**config.mk**
```make
export PLATFORM = sky130hd
export DESIGN_NAME = pll_dyn_ctrl
export DESIGN_NICKNAME = d
export VERILOG_FILES = /design/src/rtl/pll_dyn_ctrl.sv
export SDC_FILE = /design/constraint.sdc
export NUM_CORES = 1
export LEC_CHECK = 0
export CAP_MARGIN = 20
export CORE_MARGIN = 8
export CORE_UTILIZATION = 40
export CTS_CLUSTER_DIAMETER = 100
export DETAILED_ROUTE_END_ITERATION = 16
export PLACE_DENSITY_LB_ADDON = 0.08
export SKIP_LAST_GASP = 1
export SLEW_MARGIN = 20
export SYNTH_ARGS = -nofsm -noshare
export SYNTH_HDL_FRONTEND = slang
export SYNTH_SLANG_ARGS = --single-unit
export TNS_END_PERCENT = 1
```
**constraint.sdc**
```tcl
create_clock -name clk -period 3.2 [get_ports clk]
set_input_delay 0.96 -clock clk [delete_from_list [all_inputs] [get_ports clk]]
set_output_delay 0.96 -clock clk [all_outputs]
set_load 0.05 [all_outputs]
```
**src/rtl/pll_dyn_ctrl.sv**
```systemverilog
// pll_dyn_ctrl: sequencer for a Gowin rPLL in dynamic-divider mode.
// Applies one of NUM_MODES divider presets to IDSEL/FBDSEL/ODSEL, pulses the
// PLL reset, qualifies LOCK through a synchroniser, retries on timeout and
// publishes clk_ok once the PLL has held lock long enough.
// Runs on the free-running board oscillator, never on a PLL output.
module pll_dyn_ctrl #(
  parameter int                     NUM_MODES    = 2,
  parameter int                     MODE_W       = 1,
  parameter logic [6*NUM_MODES-1:0] IDSEL_TAB    = '0,
  parameter logic [6*NUM_MODES-1:0] FBDSEL_TAB   = '0,
  parameter logic [6*NUM_MODES-1:0] ODSEL_TAB    = '0,
  parameter int                     DEFAULT_MODE = 0,
  parameter int                     RESET_CYCLES = 16,
  parameter int                     LOCK_STABLE  = 256,
  parameter int                     LOCK_TIMEOUT = 65536,
  parameter int                     MAX_RETRIES  = 3
) (
  input  logic              clk,
  input  logic              reset,
  input  logic [MODE_W-1:0] mode_req,
  input  logic              mode_req_valid,
  output logic              ready,
  output logic              mode_err,
  input  logic              pll_lock,
  output logic              pll_reset,
  output logic              pll_reset_p,
  output logic [5:0]        idsel,
  output logic [5:0]        fbdsel,
  output logic [5:0]        odsel,
  output logic [MODE_W-1:0] cur_mode,
  output logic              clk_ok,
  output logic              fail,
  output logic [7:0]        relock_cnt
);

  localparam int HOLD_W = $clog2(RESET_CYCLES) + 1;
  localparam int STB_W  = $clog2(LOCK_STABLE) + 1;
  localparam int TMO_W  = $clog2(LOCK_TIMEOUT) + 1;
  localparam int RTY_W  = $clog2(MAX_RETRIES) + 1;

  localparam logic [HOLD_W-1:0] HOLD_LAST = HOLD_W'(RESET_CYCLES - 1);
  localparam logic [STB_W-1:0]  STB_LAST  = STB_W'(LOCK_STABLE - 1);
  localparam logic [TMO_W-1:0]  TMO_LAST  = TMO_W'(LOCK_TIMEOUT - 1);
  localparam logic [RTY_W-1:0]  RTY_MAX   = RTY_W'(MAX_RETRIES);
  localparam logic [MODE_W-1:0] DEF_MODE  = MODE_W'(DEFAULT_MODE);

  typedef enum logic [1:0] {
    ST_HOLD = 2'd0,
    ST_WAIT = 2'd1,
    ST_RUN  = 2'd2,
    ST_FAIL = 2'd3
  } state_t;

  // Pick the 6-bit code of entry idx from a packed preset table.
  function automatic logic [5:0] tab_lookup(input logic [6*NUM_MODES-1:0] tab,
                                            input logic [MODE_W-1:0]      idx);
    logic [5:0] r;
    r = 6'd0;
    for (int k = 0; k < NUM_MODES; k++) begin
      r = (int'(idx) == k) ? tab[6*k +: 6] : r;
    end
    return r;
  endfunction

  state_t              state_q, state_d;
  logic [1:0]          sync_q;
  logic                lock_s;
  logic [HOLD_W-1:0]   hold_cnt_q, hold_cnt_d;
  logic [STB_W-1:0]    stable_cnt_q, stable_cnt_d;
  logic [TMO_W-1:0]    tmo_cnt_q, tmo_cnt_d;
  logic [RTY_W-1:0]    retry_q, retry_d;
  logic                pll_reset_q, pll_reset_d;
  logic [MODE_W-1:0]   mode_q, mode_d;
  logic [5:0]          idsel_q, idsel_d;
  logic [5:0]          fbdsel_q, fbdsel_d;
  logic [5:0]          odsel_q, odsel_d;
  logic                clk_ok_q, clk_ok_d;
  logic                fail_q, fail_d;
  logic                ready_q, ready_d;
  logic                mode_err_q, mode_err_d;
  logic [7:0]          relock_q, relock_d;
  logic                req_in_range_s;
  logic                accept_s;
  logic                bad_req_s;

  assign lock_s          = sync_q[1];
  assign req_in_range_s  = (int'(mode_req) < NUM_MODES);
  assign accept_s        = ready_q & mode_req_valid & req_in_range_s;
  assign bad_req_s       = ready_q & mode_req_valid & ~req_in_range_s;

  // Two-flop synchroniser bringing the asynchronous PLL LOCK into clk.
  always_ff @(posedge clk or posedge reset) begin
    if (reset) begin
      sync_q <= 2'b00;
    end else begin
      sync_q <= {sync_q[0], pll_lock};
    end
  end

  // Next-state and registered-output logic; an accepted request overrides everything.
  always_comb begin
    state_d      = state_q;
    hold_cnt_d   = hold_cnt_q;
    stable_cnt_d = stable_cnt_q;
    tmo_cnt_d    = tmo_cnt_q;
    retry_d      = retry_q;
    pll_reset_d  = pll_reset_q;
    mode_d       = mode_q;
    idsel_d      = idsel_q;
    fbdsel_d     = fbdsel_q;
    odsel_d      = odsel_q;
    clk_ok_d     = clk_ok_q;
    fail_d       = fail_q;
    relock_d     = relock_q;
    mode_err_d   = bad_req_s;

    if (accept_s) begin
      // New preset: codes change on the same edge that PLL reset rises.
      state_d      = ST_HOLD;
      mode_d       = mode_req;
      idsel_d      = tab_lookup(IDSEL_TAB, mode_req);
      fbdsel_d     = tab_lookup(FBDSEL_TAB, mode_req);
      odsel_d      = tab_lookup(ODSEL_TAB, mode_req);
      pll_reset_d  = 1'b1;
      hold_cnt_d   = '0;
      stable_cnt_d = '0;
      tmo_cnt_d    = '0;
      clk_ok_d     = 1'b0;
      fail_d       = 1'b0;
      retry_d      = '0;
    end else begin
      case (state_q)
        ST_HOLD: begin
          stable_cnt_d = '0;
          tmo_cnt_d    = '0;
          if (hold_cnt_q == HOLD_LAST) begin
            state_d     = ST_WAIT;
            pll_reset_d = 1'b0;
            hold_cnt_d  = '0;
          end else begin
            hold_cnt_d  = hold_cnt_q + HOLD_W'(1);
          end
        end
        ST_WAIT: begin
          tmo_cnt_d    = tmo_cnt_q + TMO_W'(1);
          stable_cnt_d = lock_s ? (stable_cnt_q + STB_W'(1)) : '0;
          if (lock_s && (stable_cnt_q == STB_LAST)) begin
            // Stable lock wins even when the timeout expires on the same edge.
            state_d      = ST_RUN;
            clk_ok_d     = 1'b1;
            retry_d      = '0;
            stable_cnt_d = '0;
            tmo_cnt_d    = '0;
          end else if (tmo_cnt_q == TMO_LAST) begin
            retry_d      = retry_q + RTY_W'(1);
            stable_cnt_d = '0;
            tmo_cnt_d    = '0;
            if ((retry_q + RTY_W'(1)) < RTY_MAX) begin
              state_d     = ST_HOLD;
              pll_reset_d = 1'b1;
              hold_cnt_d  = '0;
            end else begin
              state_d     = ST_FAIL;
              fail_d      = 1'b1;
            end
          end else begin
            state_d = ST_WAIT;
          end
        end
        ST_RUN: begin
          if (!lock_s) begin
            // Lock lost: relock on the same preset.
            state_d     = ST_HOLD;
            pll_reset_d = 1'b1;
            hold_cnt_d  = '0;
            clk_ok_d    = 1'b0;
            retry_d     = '0;
            relock_d    = (relock_q == 8'hFF) ? relock_q : (relock_q + 8'd1);
          end else begin
            state_d = ST_RUN;
          end
        end
        ST_FAIL: begin
          state_d     = ST_FAIL;
          pll_reset_d = 1'b0;
          clk_ok_d    = 1'b0;
          fail_d      = 1'b1;
        end
        default: begin
          state_d     = ST_HOLD;
          pll_reset_d = 1'b1;
          hold_cnt_d  = '0;
        end
      endcase
    end

    ready_d = (state_d == ST_RUN) || (state_d == ST_FAIL);
  end

  // State and output registers with asynchronous return to the reset values.
  always_ff @(posedge clk or posedge reset) begin
    if (reset) begin
      state_q      <= ST_HOLD;
      hold_cnt_q   <= '0;
      stable_cnt_q <= '0;
      tmo_cnt_q    <= '0;
      retry_q      <= '0;
      pll_reset_q  <= 1'b1;
      mode_q       <= DEF_MODE;
      idsel_q      <= tab_lookup(IDSEL_TAB, DEF_MODE);
      fbdsel_q     <= tab_lookup(FBDSEL_TAB, DEF_MODE);
      odsel_q      <= tab_lookup(ODSEL_TAB, DEF_MODE);
      clk_ok_q     <= 1'b0;
      fail_q       <= 1'b0;
      ready_q      <= 1'b0;
      mode_err_q   <= 1'b0;
      relock_q     <= 8'd0;
    end else begin
      state_q      <= state_d;
      hold_cnt_q   <= hold_cnt_d;
      stable_cnt_q <= stable_cnt_d;
      tmo_cnt_q    <= tmo_cnt_d;
      retry_q      <= retry_d;
      pll_reset_q  <= pll_reset_d;
      mode_q       <= mode_d;
      idsel_q      <= idsel_d;
      fbdsel_q     <= fbdsel_d;
      odsel_q      <= odsel_d;
      clk_ok_q     <= clk_ok_d;
      fail_q       <= fail_d;
      ready_q      <= ready_d;
      mode_err_q   <= mode_err_d;
      relock_q     <= relock_d;
    end
  end

  assign ready       = ready_q;
  assign mode_err    = mode_err_q;
  assign pll_reset   = pll_reset_q;
  assign pll_reset_p = pll_reset_q;
  assign idsel       = idsel_q;
  assign fbdsel      = fbdsel_q;
  assign odsel       = odsel_q;
  assign cur_mode    = mode_q;
  assign clk_ok      = clk_ok_q;
  assign fail        = fail_q;
  assign relock_cnt  = relock_q;

endmodule

```
== Word level (Yosys, flattened, before mapping) ==
Index checks and enable logic that the tools add are counted.

* Add/subtract/negate cells: 5
* Order comparisons: 1
* Eq/ne operators: 17
* Mux-type cells: 44
* Bitwise operators: 4
* Reduce and logical (&&, ||, !) cells: 14

{| class="wikitable"
|+ Operators with widths
! kind !! number
|-
| $mux W17 || 3
|-
| $mux W9 || 4
|-
| $pmux W17 S2 || 1
|-
| $mux W5 || 6
|-
| $ne A3 B3 Y1 const B || 7
|-
| $pmux W9 S2 || 1
|-
| $add A17 B1 Y17 const B || 1
|-
| $eq A17 B16 Y1 const B || 1
|-
| $pmux W5 S3 || 1
|-
| $mux W1 || 13
|-
| $mux W2 || 6
|-
| $mux W3 || 4
|-
| $reduce_and A5 Y1 || 2
|-
| $add A9 B1 Y9 const B || 1
|-
| $eq A9 B8 Y1 const B || 1
|-
| $reduce_bool A3 Y1 || 3
|-
| $add A8 B1 Y8 const B || 1
|-
| $eq A2 B2 Y1 const B || 4
|-
| $eq A8 B8 Y1 const B || 1
|-
| $pmux W2 S4 || 1
|-
| $reduce_and A4 Y1 || 2
|-
| $reduce_bool A4 Y1 || 2
|-
| $pmux W3 S2 || 1
|-
| $reduce_and A3 Y1 || 2
|-
| 14 further kinds || 16
|}

* Register bits: 51
* Input port bits: 5
* Output and inout port bits: 33
* Word-level logic and storage cells: 97

== Depth between registers and ports, before layout ==
* Word-level depth: 9
* Gate-level depth with buffers: 11
* Gate-level depth less buffers: 10

== Worst setup path before layout ==
Ideal clock, no wire load.

* Kind: register to register
* Start point: reg stable_cnt_q[0]
* End point: reg hold_cnt_q[0]
* Setup time: 0.125 ns
* Arrival: 2.422 ns
* Slack: 0.653 ns
* Cell stages (with the launch flop): 11
* Buffers on the path: 1
* Period minus slack after synthesis: 2.547 ns
* Path through: dfrtp_1 > ha_1 > and3_1 > and3_1 > and3_1 > ha_1 > nand2_1 > a31oi_4 > or3_1 > buf_6 > mux2_4

* Word-level cells in the longest chain between the ends: 4

{| class="wikitable"
|+ RTL lines
! what !! RTL line !! source
|-
| from (decl) || 69 || <nowiki>logic [STB_W-1:0] stable_cnt_q, stable_cnt_d;</nowiki>
|-
| from (signal assigned) || 221 || <nowiki>stable_cnt_q <= stable_cnt_d;</nowiki>
|-
| $eq A9 B8 Y1 || 147 || <nowiki>if (lock_s && (stable_cnt_q == STB_LAST)) begin</nowiki>
|-
| $logic_and A1 B1 Y1 || 147 ||
|-
| $ne A3 B3 Y1 (no line) || -- ||
|-
| $reduce_and A5 Y1 (no line) || -- ||
|-
| to (signal assigned) || 220 || <nowiki>hold_cnt_q <= hold_cnt_d;</nowiki>
|-
| to (decl) || 68 || <nowiki>logic [HOLD_W-1:0] hold_cnt_q, hold_cnt_d;</nowiki>
|}

No other way between the ends.
A chain may end at the register's enable or synchronous reset.

== Final worst setup path ==
* Start point: reg stable_cnt_q[0]
* End point: reg tmo_cnt_q[7]

* Word-level cells in the longest chain between the ends: 5

{| class="wikitable"
|+ RTL lines
! what !! RTL line !! source
|-
| $eq A9 B8 Y1 || 147 ||
|-
| $logic_and A1 B1 Y1 || 147 ||
|-
| $mux W17 || 147 ||
|-
| $pmux W17 S2 || 132 || <nowiki>case (state_q)</nowiki>
|-
| $mux W17 || 117 || <nowiki>if (accept_s) begin</nowiki>
|-
| to (signal assigned) || 222 || <nowiki>tmo_cnt_q <= tmo_cnt_d;</nowiki>
|-
| to (decl) || 70 || <nowiki>logic [TMO_W-1:0] tmo_cnt_q, tmo_cnt_d;</nowiki>
|}

No other way between the ends.

==> results.toml <==
[die]
num_rows = 31
initial_core_util = 0.407
die_y_um = 101
num_io_pins = 38
full_die_area_sq_mm = 0.0102
die_w_um = 101
core_region_area_sq_mm = 0.00714

[outcome]
status = "finished clean"

[clock_tree]
clock_path_buffers = 2
post_cts_hold_buffer_count = 0
clkSinkCount = 51
clock_tree_from_tritoncts = "built"
cts-root-buf = "clkbuf_8"
gates_resized_cts_repair = 0
clkTransAtPathRegs_ns = 0.10
number_of_buffers_added_by_the_clock_tree_synthesis_step = 5
htree_levels = 2
worstSkewPairLatency_ns = 0.32
postCtsSetupBuffers = 0

[power_and_ir_drop]
leak_pwr_nw = 1.43
power.total_mw = 1.16
ir_worst_vdd_v = 0.000248
pwr_density_cell_mw_per_mm2 = 358

[cells_and_area]
finalNetCount = 349
finalCoreUtilization = 0.455
post_route_cells_drive_above_1_share = 0.0836
diodes = 0
finalNonFillerCells = 434
area_growth_syn_to_layout_pct = 11.8

[logic_synthesis]
synth_top_area_frac = 0.431
most_common_cell_in_the_synthesized_netlist = "dfrtp_1"
synth_xor_xnor_area_share = 0.0422
synth_top_family_by_area = "simple AND/OR/NAND/NOR gates"
synth_simple_gate_area_frac = 0.207
async_reset_ff_frac = 1.00
post_synth_instance_area_sq_mm = 0.00291
ys_seq_area_frac = 0.440
post_synth_fa_ha_maj_area_fraction = 0.0431
synth-edff-count = 0
synth_top_flop_cell = "dfrtp_1"
synth_top_cells_by_count = "dfrtp_1 (50), nand2_1 (32), o21ai_0 (21), buf_4 (20), nor2_1 (20)"
yosys_warnings = 0
muxShareOfSynthArea = 0.0125
yosys-top-cells-area = "dfrtp_1 (43%), buf_4 (5.2%), ha_1 (4.3%)"
yosys_register_bits = 51
avgSynthCellArea_sq_um = 9.37
netlist-cell-type-count = 55
synth_largest_area_cell = "dfrtp_1"
netlist_instances = 310
synth-compound-area-share = 0.172

[routing]
route.detailed.vias_per_inst = 5.21
postRouteWirelength_um = 6290
drt_pass_1_iters = 4
drt.antenna.violating_nets = 0
wl_per_cell_um = 14.5
drt_first_iter_violations = 136
via_count = 2259
remaining_drc_errors = 0

[grt]
grt_antenna_before_repair = 0
maximum_number_of_pins_on_one_net_before_global_route_repair = 52
grt_first_pass_wirelength_um = 10800
number_of_global_route_vias_before_repair = 2188
grtUsageTotal = 0.131
overflow = 0

[setup_path]
crit_start = "stable_cnt_q[0]"
critPathArrivalTime_ns = 3.02
timing.rr.start = "stable_cnt_q[0]"
endpoint_kind = "register"
cp-start-kind = "register"
cp.required_ns = 3.43
crit_path_frequent_cell = "and3_1"
cell_by_cell_trace_of_the_critical_path = "ha_1, and3_1, and3_1, and3_1, ha_1, a21bo_2, nor2_1, o21ai_0, or3_1, o21ai_0"
setup.worst_path.class = "reg -> reg"
cp_max_delay_cell = "or3_1"
crit_path_max_fanout = 9
max_stage_delay_ns = 0.45

[timing]
hold_viol = 0
period_share = 0.872
finalSetupViolCount = 0
rsz0062_at_grt = "false"
fin_tns_setup_ns = 0
timing.slew.headroom = 0.382
maxClockFrequency_mhz = 358
period_needed_ns = 2.79
max_slew.worst_pin.slew_ns = 0.917
worst_clock_skew_ns = 0.0131
slew_viol_final = 0

[flow_run]
max_cap_viol_count = 0

[min_path]
min-delay-start = "sync_q[0]"
min_path_type = "reg -> reg"

[placement]
place.port_buffers = 18
dp.cells = 426
dpl.hpwl_um = 4590
gpl.final_weighted_congestion = 0.768
[critical path, delay by kind of cell (launching register included)]
| family | cells | cell delay, ns |
|---|---|---|
| DFF | 1 | 0.42 |
| adders and majority gates | 2 | 0.44 |
| AOI/OAI and AO/OA | 3 | 0.66 |
| and+or+nand+nor | 5 | 1.18 |
[area by class of cell]
type	count	area [sq um]
Clock buffer	5	68.8
Clock inverter	3	23.8
Fill cell	706	3890
Inverter	13	48.8
Multi-Input combinational cell	236	1460
Sequential cell	51	1280
Tap cell	99	124
Timing Repair Buffer	27	248
[metrics by stage]
stage | hold WS [ns] | instance area (sq um) | setup WS, ns
floorplan | 0.331 | 2970 | 0.653
global placement | 0.332 | 3150 | 0.414
detailed placement | 0.345 | 3150 | 0.375
CTS | 0.370 | 3250 | 0.405
global route | 0.375 | 3250 | 0.164
finish | 0.363 | 3250 | 0.409
[path summary, 6_finish.rpt]
| kind | end | slack [ns] | cells past startpoint |
|---|---|---|---|
| worst max-delay path | tmo_cnt_q[7] | 0.41 | 10 |
| worst min-delay path | sync_q[1] | 0.36 | 0 |
| worst max register to register | tmo_cnt_q[7] | 0.41 | 10 |
| worst min register to register | sync_q[1] | 0.36 | 0 |
| max in group asynchronous | tmo_cnt_q[2] | 1.63 | 3 |
| min in group asynchronous | ready | 1.11 | 3 |
[kinds of logic after synthesis]
| logic type | Yosys count |
|---|---|
| muxes | 3 |
| other | 1 |
| buffers and inverters | 41 |
| AOI/OAI and AO/OA | 74 |
| xor gates and xnor gates | 14 |
| adders and majority gates | 10 |
| DFF | 51 |
| and+or+nand+nor | 116 |
[routing by layer]
layer / global-route usage / vias up / routed length [um]
met5: 0 / - / 0
met4: 0.0344 / 0 / 70
met3: 0.0254 / 7 / 277
met2: 0.200 / 43 / 2690
met1: 0.184 / 1087 / 3260
li1: - / 1122 / -
[registers in the layout, indices dropped and copies added, names as in the netlist]
register,count
clk_ok,1
fail,1
pll_reset,1
hold_cnt_q,5
tmo_cnt_q,17
stable_cnt_q,9
relock_cnt,8
cur_mode,1
sync_q,2
retry_q,3
state_q,2
ready,1
[cell usage in the layout (no fill, tap or decap), types with 2 or more instances in the layout]
cell and count:
nor4_1 6, inv_1 12, dfrtp_1 50, conb_1 19, ha_1 10, o21a_1 2, a22o_1 4, nand2b_1 5
and2_1 5, a21oi_1 15, clkdlybuf4s50_1 18, a21o_1 2, o21ai_0 21, a211oi_1 2, or3_1 4, nand4_1 5
xnor2_1 6, nand3_1 17, o22ai_1 2, and3_1 4, nand4b_1 2, nor2_1 20, a31oi_1 8, o41ai_1 3
and4_4 2, xor2_1 8, o31ai_1 4, clkbuf_8 5, clkinvlp_4 2, nor3_1 6, buf_4 9, nand2_1 32
nand3b_1 2
[where the power goes]
part | internal, mW | leakage, nW | switching (mW)
logic | 0.0189 | 0.709 | 0.0821
clock network | 0.157 | 0.0408 | 0.235
registers | 0.655 | 0.683 | 0.0127
total | 0.831 | 1.43 | 0.330
No activity file was read; power rests on OpenSTA's default activity.
